`config.mk`:
```
export PLATFORM = sky130hd
export DESIGN_NAME = control_unit
export DESIGN_NICKNAME = d
export VERILOG_FILES = /design/src/rtl/cpu_pkg.sv /design/src/rtl/instr_decode.sv /design/src/rtl/control_unit.sv
export SDC_FILE = /design/constraint.sdc
export NUM_CORES = 1
export LEC_CHECK = 0
export ABC_AREA = 1
export CAP_MARGIN = 30
export CORE_ASPECT_RATIO = 1.2
export CORE_MARGIN = 2
export CORE_UTILIZATION = 53
export DETAILED_ROUTE_END_ITERATION = 16
export HOLD_SLACK_MARGIN = 0.1
export PLACE_DENSITY = 0.81
export SLEW_MARGIN = 25
export SYNTH_ARGS = -nofsm -noshare
export SYNTH_HDL_FRONTEND = slang
export SYNTH_SLANG_ARGS = --single-unit
```
`constraint.sdc`:
```
create_clock -name clk -period 2.2 [get_ports clk]
set_clock_uncertainty 0.1 [all_clocks]
set_input_delay 0.44 -clock clk [delete_from_list [all_inputs] [get_ports clk]]
set_output_delay 0.44 -clock clk [all_outputs]
set_load 0.1 [all_outputs]
```
`src/rtl/cpu_pkg.sv`:
```
// Shared definitions for the control unit: opcodes, ALU codes, FSM states,
// flag-select encoding and the decoded-instruction record.
package cpu_pkg;

  typedef enum logic [2:0] {
    S_FETCH,
    S_DECODE,
    S_EXECUTE,
    S_WRITEBACK,
    S_HALTED
  } state_e;

  localparam logic [3:0] OP_ADDI = 4'hC;
  localparam logic [3:0] OP_JMP  = 4'hD;
  localparam logic [3:0] OP_BR   = 4'hE;
  localparam logic [3:0] OP_HLT  = 4'hF;

  // R-type opcodes pass straight through as the ALU function code.
  localparam logic [3:0] ALU_ADD = 4'h0;
  localparam logic [3:0] ALU_SUB = 4'h1;
  localparam logic [3:0] ALU_AND = 4'h2;
  localparam logic [3:0] ALU_OR  = 4'h3;
  localparam logic [3:0] ALU_XOR = 4'h4;
  localparam logic [3:0] ALU_NOT = 4'h5;
  localparam logic [3:0] ALU_SHL = 4'h6;
  localparam logic [3:0] ALU_SHR = 4'h7;
  localparam logic [3:0] ALU_SRA = 4'h8;
  localparam logic [3:0] ALU_MUL = 4'h9;
  localparam logic [3:0] ALU_SLT = 4'hA;
  localparam logic [3:0] ALU_MOV = 4'hB;

  // Index into the flag register {P,N,C,Z}.
  typedef enum logic [1:0] {
    FSEL_Z = 2'b00,
    FSEL_C = 2'b01,
    FSEL_N = 2'b10,
    FSEL_P = 2'b11
  } fsel_e;

  typedef enum logic [2:0] {
    IC_RTYPE,
    IC_ADDI,
    IC_JMP,
    IC_BR,
    IC_HLT
  } iclass_e;

  typedef struct packed {
    logic [3:0]  rd;
    logic [3:0]  rs;
    logic [3:0]  rt;
    logic [3:0]  alu_op;
    logic [15:0] t;
    logic        sel_t;
    iclass_e     cls;
  } dec_t;

  function automatic logic [15:0] sext8(input logic [7:0] v);
    return {{8{v[7]}}, v};
  endfunction

endpackage

```
`src/rtl/instr_decode.sv`:
```
// Combinational instruction decoder: maps the instruction register to
// register selects, ALU code, immediate and instruction class.
module instr_decode
  import cpu_pkg::*;
(
  input  logic [15:0] ir_i,
  output dec_t        dec_o
);

  always_comb begin
    dec_o        = '0;
    dec_o.rd     = ir_i[11:8];
    dec_o.rs     = ir_i[7:4];
    dec_o.rt     = ir_i[3:0];
    dec_o.cls    = IC_RTYPE;
    case (ir_i[15:12])
      OP_ADDI: begin
        dec_o.alu_op = ALU_ADD;
        dec_o.t      = {{12{ir_i[3]}}, ir_i[3:0]};
        dec_o.sel_t  = 1'b1;
        dec_o.cls    = IC_ADDI;
      end
      OP_JMP:  dec_o.cls = IC_JMP;
      OP_BR:   dec_o.cls = IC_BR;
      OP_HLT:  dec_o.cls = IC_HLT;
      default: dec_o.alu_op = ir_i[15:12];
    endcase
  end

endmodule

```
`src/rtl/control_unit.sv`:
```
// Multi-cycle control FSM: fetch / decode / execute / writeback / halted.
// Every output is a register; next values are computed from the next state.
module control_unit
  import cpu_pkg::*;
(
  input  logic        clk,
  input  logic        rst,
  output logic        ifetch_req,
  input  logic        ifetch_ack,
  input  logic [15:0] instr,
  output logic [15:0] pc,
  input  logic        fZ,
  input  logic        fC,
  input  logic        fN,
  input  logic        fP,
  output logic        wen,
  output logic [3:0]  selRd,
  output logic [3:0]  selRs,
  output logic [3:0]  selRt,
  output logic [3:0]  aluOp,
  output logic [15:0] t,
  output logic        selT,
  output logic        halt
);

  state_e      state_q, state_d;
  logic [15:0] pc_q, pc_d, ir_q, ir_d, t_q, t_d;
  logic [3:0]  flags_q, flags_d;
  logic [3:0]  rd_q, rd_d, rs_q, rs_d, rt_q, rt_d, alu_q, alu_d;
  logic        selt_q, selt_d, req_q, req_d, wen_q, wen_d, halt_q, halt_d;
  dec_t        dec;

  instr_decode u_dec (
    .ir_i  (ir_q),
    .dec_o (dec)
  );

  always_comb begin
    state_d = state_q;
    pc_d    = pc_q;
    ir_d    = ir_q;
    flags_d = flags_q;
    rd_d    = rd_q;
    rs_d    = rs_q;
    rt_d    = rt_q;
    alu_d   = alu_q;
    t_d     = t_q;
    selt_d  = selt_q;
    case (state_q)
      S_FETCH: begin
        // Only an ack answering our own request counts as a fetch.
        if (req_q && ifetch_ack) begin
          ir_d    = instr;
          pc_d    = pc_q + 16'd1;
          state_d = S_DECODE;
        end
      end
      S_DECODE: begin
        rd_d    = dec.rd;
        rs_d    = dec.rs;
        rt_d    = dec.rt;
        alu_d   = dec.alu_op;
        t_d     = dec.t;
        selt_d  = dec.sel_t;
        state_d = S_EXECUTE;
      end
      S_EXECUTE: begin
        case (dec.cls)
          IC_JMP: begin
            pc_d    = {pc_q[15:12], ir_q[11:0]};
            state_d = S_FETCH;
          end
          IC_BR: begin
            // pc already points past the branch, so the offset is relative to BR+1.
            if (flags_q[ir_q[11:10]]) pc_d = pc_q + sext8(ir_q[7:0]);
            state_d = S_FETCH;
          end
          IC_HLT:  state_d = S_HALTED;
          default: state_d = S_WRITEBACK;
        endcase
      end
      S_WRITEBACK: begin
        flags_d = {fP, fN, fC, fZ};
        state_d = S_FETCH;
      end
      S_HALTED: state_d = S_HALTED;
      default:  state_d = S_FETCH;
    endcase
    req_d  = (state_d == S_FETCH);
    wen_d  = (state_d == S_WRITEBACK);
    halt_d = (state_d == S_HALTED);
  end

  always_ff @(posedge clk or negedge rst) begin
    if (!rst) begin
      state_q <= S_FETCH;
      pc_q    <= '0;
      ir_q    <= '0;
      flags_q <= '0;
      rd_q    <= '0;
      rs_q    <= '0;
      rt_q    <= '0;
      alu_q   <= '0;
      t_q     <= '0;
      selt_q  <= 1'b0;
      req_q   <= 1'b0;
      wen_q   <= 1'b0;
      halt_q  <= 1'b0;
    end else begin
      state_q <= state_d;
      pc_q    <= pc_d;
      ir_q    <= ir_d;
      flags_q <= flags_d;
      rd_q    <= rd_d;
      rs_q    <= rs_d;
      rt_q    <= rt_d;
      alu_q   <= alu_d;
      t_q     <= t_d;
      selt_q  <= selt_d;
      req_q   <= req_d;
      wen_q   <= wen_d;
      halt_q  <= halt_d;
    end
  end

  assign ifetch_req = req_q;
  assign pc         = pc_q;
  assign wen        = wen_q;
  assign selRd      = rd_q;
  assign selRs      = rs_q;
  assign selRt      = rt_q;
  assign aluOp      = alu_q;
  assign t          = t_q;
  assign selT       = selt_q;
  assign halt       = halt_q;

endmodule

```
==> results of run 1 <==
logic make-up after synthesis:
| logic type | Yosys count |
|---|---|
| compound gates | 100 |
| xor+xnor | 10 |
| fa+ha+maj | 17 |
| buf+inv | 91 |
| flops | 63 |
| mux | 4 |
| simple gates | 271 |
stage by stage:
stage	hold WS (ps)	util, %	std cells
floorplan	44.4	-	556
CTS	382	68.4	725
global route	416	68.8	726
finish	381	68.8	726
detailed placement	342	65.6	708
global placement	328	65.6	708
per-layer routing:
layer  share of wire [%]  global-route usage [%]
met4                 3.3                    11.8
met1                  41                    33.2
met5                   0                       0
met2                  49                    46.5
met3                 6.0                    4.93
worst max-delay path by stage:
stage / endpoint / slack, ps / cells past startpoint
floorplan: pc[6] / -4 / 11
global placement: pc[6] / 120 / 11
detailed placement: pc[14] / 60 / 13
CTS: pc[14] / 30 / 12
global route: pc[13] / -4 / 9
finish: pc[14] / 160 / 12
cell usage in the layout (no fill, tap or decap), types with 3 or more instances in the layout:
| cell | instances |
|---|---|
| clkbuf_8 | 9 |
| nor2_1 | 41 |
| dfrtp_2 | 11 |
| o21ai_0 | 36 |
| mux2_2 | 4 |
| nor2_2 | 7 |
| nor3_1 | 7 |
| xor2_1 | 9 |
| buf_4 | 46 |
| nand3_1 | 37 |
| nand3_2 | 3 |
| a21oi_2 | 6 |
| a21oi_1 | 36 |
| clkdlybuf4s50_1 | 21 |
| inv_1 | 57 |
| nand3_4 | 3 |
| buf_12 | 16 |
| dfrtp_1 | 50 |
| o31ai_1 | 4 |
| o21ai_1 | 8 |
| nand2_1 | 159 |
| nand4_1 | 6 |
| ha_1 | 15 |
| inv_2 | 9 |
flip-flops by register name, indices dropped and copies added (netlist names):
| register | cells |
|---|---|
| halt | 1 |
| wen | 1 |
| t | 4 |
| selT | 1 |
| ifetch_req | 1 |
| selRd | 4 |
| selRs | 4 |
| flags_q | 4 |
| state_q | 3 |
| ir_q | 16 |
| pc | 16 |
| aluOp | 4 |
| selRt | 4 |
area by class of cell:
type                    count  area [um^2]  share of cell area, %
inverters                  68          260                   4.99
well taps                  92          115                   2.21
multi-input cells         402         2140                   41.1
repair buffers             85          891                   17.1
flip-flops and latches     63         1600                   30.7
clock buffers               9          124                   2.38
clock inverters             7         80.1                   1.54
critical path, delay by kind of cell, from the launching register on:
kind            cells  cell delay (ps)
simple gates        7              600
flops               1              460
compound gates      1              120
buf+inv             2              150
fa+ha+maj           2              550
Yosys cell counts (all sizes together):
cell type  number  share of area (%)
ha             16                4.9
buf            17                2.9
nor3            9                1.3
nand3          43                6.4
or2             1               0.15
o41ai           2               0.43
nor2           48                4.8
o21bai          1               0.18
and2            2               0.30
nand2         161                 15
clkbuf          6               0.55
nand4           7                1.2
inv            68                6.3
a21oi          42                5.6
dfrtp          63                 38
a22oi           2               0.37
a31oi           3               0.98
mux2            4                1.1
o21ai          45                5.6
xnor2           1               0.21
fa              1               0.49
xor2            9                1.9
o221ai          1               0.21
o31ai           4               0.73
report_power, final:
group          switching [mW]  internal, mW
clock                   0.530         0.535
combinational          0.0322        0.0415
sequential            0.00170          1.16
timing repair:
action | in CTS | in global routing
hold buffers | 1 | 0
hold endpoints to repair | 20 | 0
setup buffers | 0 | 1
resized for setup | 0 | 6
setup endpoints to repair | 0 | 8
==> impl_metrics.toml, run 1 <==
[synthesis]
synth_adder_area_share_pct = 5.37
synthMuxAreaShare_pct = 1.10
post_synthesis_sequential_element_count = 63
syn_inst = 556
yosysUniqueCellTypes = 40
register_area_share_after_synthesis_pct = 38.4
combinational_family_with_the_most_area_after_synthesis = "simple AND/OR/NAND/NOR gates"
xor_and_xnor_fraction_of_the_mapped_netlist_area_pct = 2.13
synthesis.area_um2 = 4100
syn_avg_cell_area_um2 = 7.38
post_synth_and_or_nand_nor_area_fraction_pct = 29.1
synth-compound-area-share_pct = 14.1
synthesis.nets = 596
yosys_warnings = 0

[placement]
worst_slack_at_placement_ps = 60.7
port_buffers = 74
finalWeightedCongestion = 0.948
post_dp_cell_area_um2 = 4970
detailed_place_hpwl_um = 8370

[clocking]
clock_tree_from_tritoncts = "built"
clock_latency_ps = 350
cts.root.buffer_cell = "clkbuf_8"
clock_sink_count = 63
clock_transition_time_at_the_flip_flop_clock_pins_of_the_worst_setup_and_hold_paths_ps = 80
cts-root-to-sink-buffers = 2
htree_num_levels = 3
cts_inserted_buffers = 9

[layout]
nFillCells = 620
num-nets-final = 669
area_growth_pct = 27.1
design_area_um2 = 5210
antenna-diode-count = 0
final_layout_size_suffix_gt1_share_pct = 21.3

[setup_path]
timing.reg2reg.worst_path_depth = 12
start_kind = "register"
slowest_stage = "dfrtp_4"
critPathArrivalTime_ps = 2220
critical_path_required_ps = 2380
r2r_end = "pc[14]"
r2r_slack_ps = 160
cp_cell_sequence = "ha_4 > inv_1 > fa_1 > inv_1 > nand3_1 > nand3_2 > nand2_1 > nand2_1 > nand2_1 > nand3_1 > nand3_1 > a21oi_1"
crit_path_max_fanout = 5
r2r_start = "pc[0]"
endpoint_kind = "register"
critical_path_class = "register to register"
cp_slowest_stage_delay_ps = 460
worst_setup_path_startpoint = "pc[0]"

[floorplanning]
rows = 35
chipHeight_um = 100
boundaryPins = 75
core_region_area_um2 = 7580
starting_utilization_of_the_core_area_pct = 54.2
die_area_um2 = 8460
floorplan.die.width_um = 84.3

[global_routing]
grt_antenna_before_repair = 0
largest_net_degree_at_the_start_of_global_routing = 44
groute.usage.overall_pct = 27.0
globalRouteOverflowTotal = 0
grt_pass1_vias = 3739
grt_first_pass_wirelength_um = 18000

[sta]
max_slew.worst_pin.slew_ps = 513
hold_viol = 0
period_share_pct = 92.9
tns_ps = 0
report.final.slew_viol_count = 0
slew_margin_rel_pct = 65.8
setup_viol = 0
max_freq_mhz = 489
final.setup.worst_slack_ps = 157
final.min_clock_period_ps = 2040

[routing]
drt_drc_violations_left = 0
totalWireLength_um = 10900
detail_route.vias_per_cell = 5.42
ant_nets = 0
detail_route.wl_per_cell_um = 15.1
dr_total_vias = 3936
drt_pass1_iterations = 5
initial_detailed_routing_violation_count = 340

[power_and_ir_drop]
total_power_mw = 2.30
worst_ir_drop_vdd_uv = 315
leakagePower_nw = 2.57
power.density_nw_per_um2 = 441

[hold_path]
hp-class = "register to register"
worst_hold_path.endpoint = "selRt[3]"
worstHoldStart = "selRt[3]"
whs_path_depth = 2

[job]
cap_viol_max_count = 0

[outcome]
status = "finished clean"
No activity file was read; power rests on OpenSTA's default activity.
==> run 2, diff against run 1 <==
Settings changed: CORE_MARGIN 2 to not set, SETUP_SLACK_MARGIN set to 0.02.
==> run 2 against run 1 <==
Net effect: via count increased by 2.8%; count of clock-buffer cells in the layout stayed put; hold slack better by 0.78 ps; register-to-register slack barely moved; die area is 4.3% lower; utilization up 3.3 points; setup slack got worse by 11 ps; maximum frequency fell by 0.53%; clock power up 22%.
==> impl_metrics.toml, run 2 (synthesis results as in run 1) <==
[floorplanning]
floorplan.die.width_um = 82.3
boundaryPins = 75
core_region_area_um2 = 7360
chipHeight_um = 98.4
starting_utilization_of_the_core_area_pct = 55.7
die_area_um2 = 8100
rows = 34

[global_routing]
grt_antenna_before_repair = 0
largest_net_degree_at_the_start_of_global_routing = 36
grt-busiest-layer = "met2"
groute.layer.met3.usage_pct = 5.23
met2_usage_pct = 48.9
groute.usage.overall_pct = 29.4
grt_first_pass_wirelength_um = 18000
grt_use_met1_pct = 36.9
globalRouteOverflowTotal = 0
grt_pass1_vias = 3846

[power_and_ir_drop]
worst_ir_drop_vdd_uv = 404
leakagePower_nw = 2.62
power.density_nw_per_um2 = 477

[sta]
final.min_clock_period_ps = 2050
setup_repair_after_global_routing_missed_its_margin = "false"
report.final.slew_viol_count = 0
period_share_pct = 93.4
max_slew.worst_pin.slew_ps = 634
slew_margin_rel_pct = 57.7
max_freq_mhz = 487
setup_viol = 0
hold_viol = 0
final.setup.worst_slack_ps = 146
tns_ps = 0

[layout]
final_layout_size_suffix_gt1_share_pct = 22.3
antenna-diode-count = 0
num-nets-final = 673
final_common_cell = "nand2_1"
mostFrequentLayoutCells = "158 x nand2_1, 56 x inv_1, 49 x dfrtp_1, 49 x buf_4, 41 x nor2_1"
area_growth_pct = 29.3

[job]
cap_viol_max_count = 0

[setup_path]
critPathArrivalTime_ps = 2230
critical_path_class = "register to register"
start_kind = "register"
cp_cell_sequence = "ha_1 > nand2_1 > inv_1 > a21oi_1 > nor2_1 > nor2_1 > nand2_1 > nand2_1 > nand3_1 > a21oi_1"
worst_setup_path_startpoint = "ir_q[7]"
crit_path_max_fanout = 10
cp_slowest_stage_delay_ps = 500
critPathMostFrequentCell = "nand2_1"
r2r_start = "ir_q[7]"
critical_path_required_ps = 2370
slowest_stage = "dfrtp_2"
endpoint_kind = "register"

[routing]
dr_total_vias = 4047
detail_route.vias_per_cell = 5.56
drt_pass1_iterations = 5
drt_drc_violations_left = 0
totalWireLength_um = 11100
ant_nets = 0
detail_route.wl_per_cell_um = 15.2
initial_detailed_routing_violation_count = 270

[clocking]
clock_transition_time_at_the_flip_flop_clock_pins_of_the_worst_setup_and_hold_paths_ps = 80
cts_setup_buffers = 0
cts-root-to-sink-buffers = 2
clock_sink_count = 63
cts.root.buffer_cell = "clkbuf_8"
htree_num_levels = 3
cts_inserted_buffers = 9
clock_tree_from_tritoncts = "built"
clock_latency_ps = 350

[placement]
detailed_place_hpwl_um = 8480
finalWeightedCongestion = 0.976
port_buffers = 74
worst_slack_at_placement_ps = 97.2

[outcome]
status = "finished clean"

[hold_path]
hp-class = "register to register"
worstHoldStart = "selRt[1]"
run 2: power breakdown:
part | internal, mW | total [mW] | switching, mW
clock | 0.770 | 1.29 | 0.520
sequential | 1.16 | 1.16 | 0.00161
combinational | 0.0448 | 0.0776 | 0.0328
run 2: worst max-delay path: cells and delay by family (launching register included):
kind,cells,cell delay (ps)
flip-flops,1,500
adder cells (fa/ha/maj),1,370
AO/OA/AOI/OAI,2,360
AND/OR/NAND/NOR,6,580
buffers and inverters,1,70
run 2: routing by layer:
layer | vias up | routed length [um] | share of wire [%]
met5 | - | 0 | 0
met4 | 0 | 441 | 4.0
met3 | 43 | 728 | 6.6
met2 | 177 | 5350 | 48
met1 | 1869 | 4560 | 41
li1 | 1958 | - | -
run 2: stage by stage:
step	std cells	instance area, um^2	utilization, %	hold WS (ps)	power (mW)
CTS	728	5290	71.9	388	2.54
floorplan	556	4140	-	44.4	1.19
finish	728	5300	72.1	382	2.53
global route	728	5300	72.1	415	2.60
detailed placement	711	5030	68.3	359	1.26
global placement	711	5030	68.3	355	1.26
run 2: timing repair:
action                     CTS  global route
gates resized for setup      0             5
hold endpoints to repair    22             0
setup endpoints to repair    0             6
hold buffers                 1             0
run 2: final timing paths:
path	depth (start not counted)	slack (ps)	end
setup / recovery	10	150	pc[13]
hold / removal	2	380	selRt[1]
setup reg to reg	10	150	pc[13]
min in group asynchronous	2	550	wen
max in group asynchronous	3	900	pc[0]
hold reg to reg	2	380	selRt[1]
run 2: cell type report:
type,count,area (um^2)
clock buffers,9,124
clock inverters,7,128
fillers,578,2060
inverters,68,260
multi-input cells,402,2150
flip-flops and latches,63,1600
well taps,90,113
repair buffers,89,933
==> run 3, diff against run 2 <==
Settings changed: SLEW_MARGIN 25 to not set.
==> results of run 3 <==
Same layout as run 2: the final DEF is identical, and so are final timing and power.
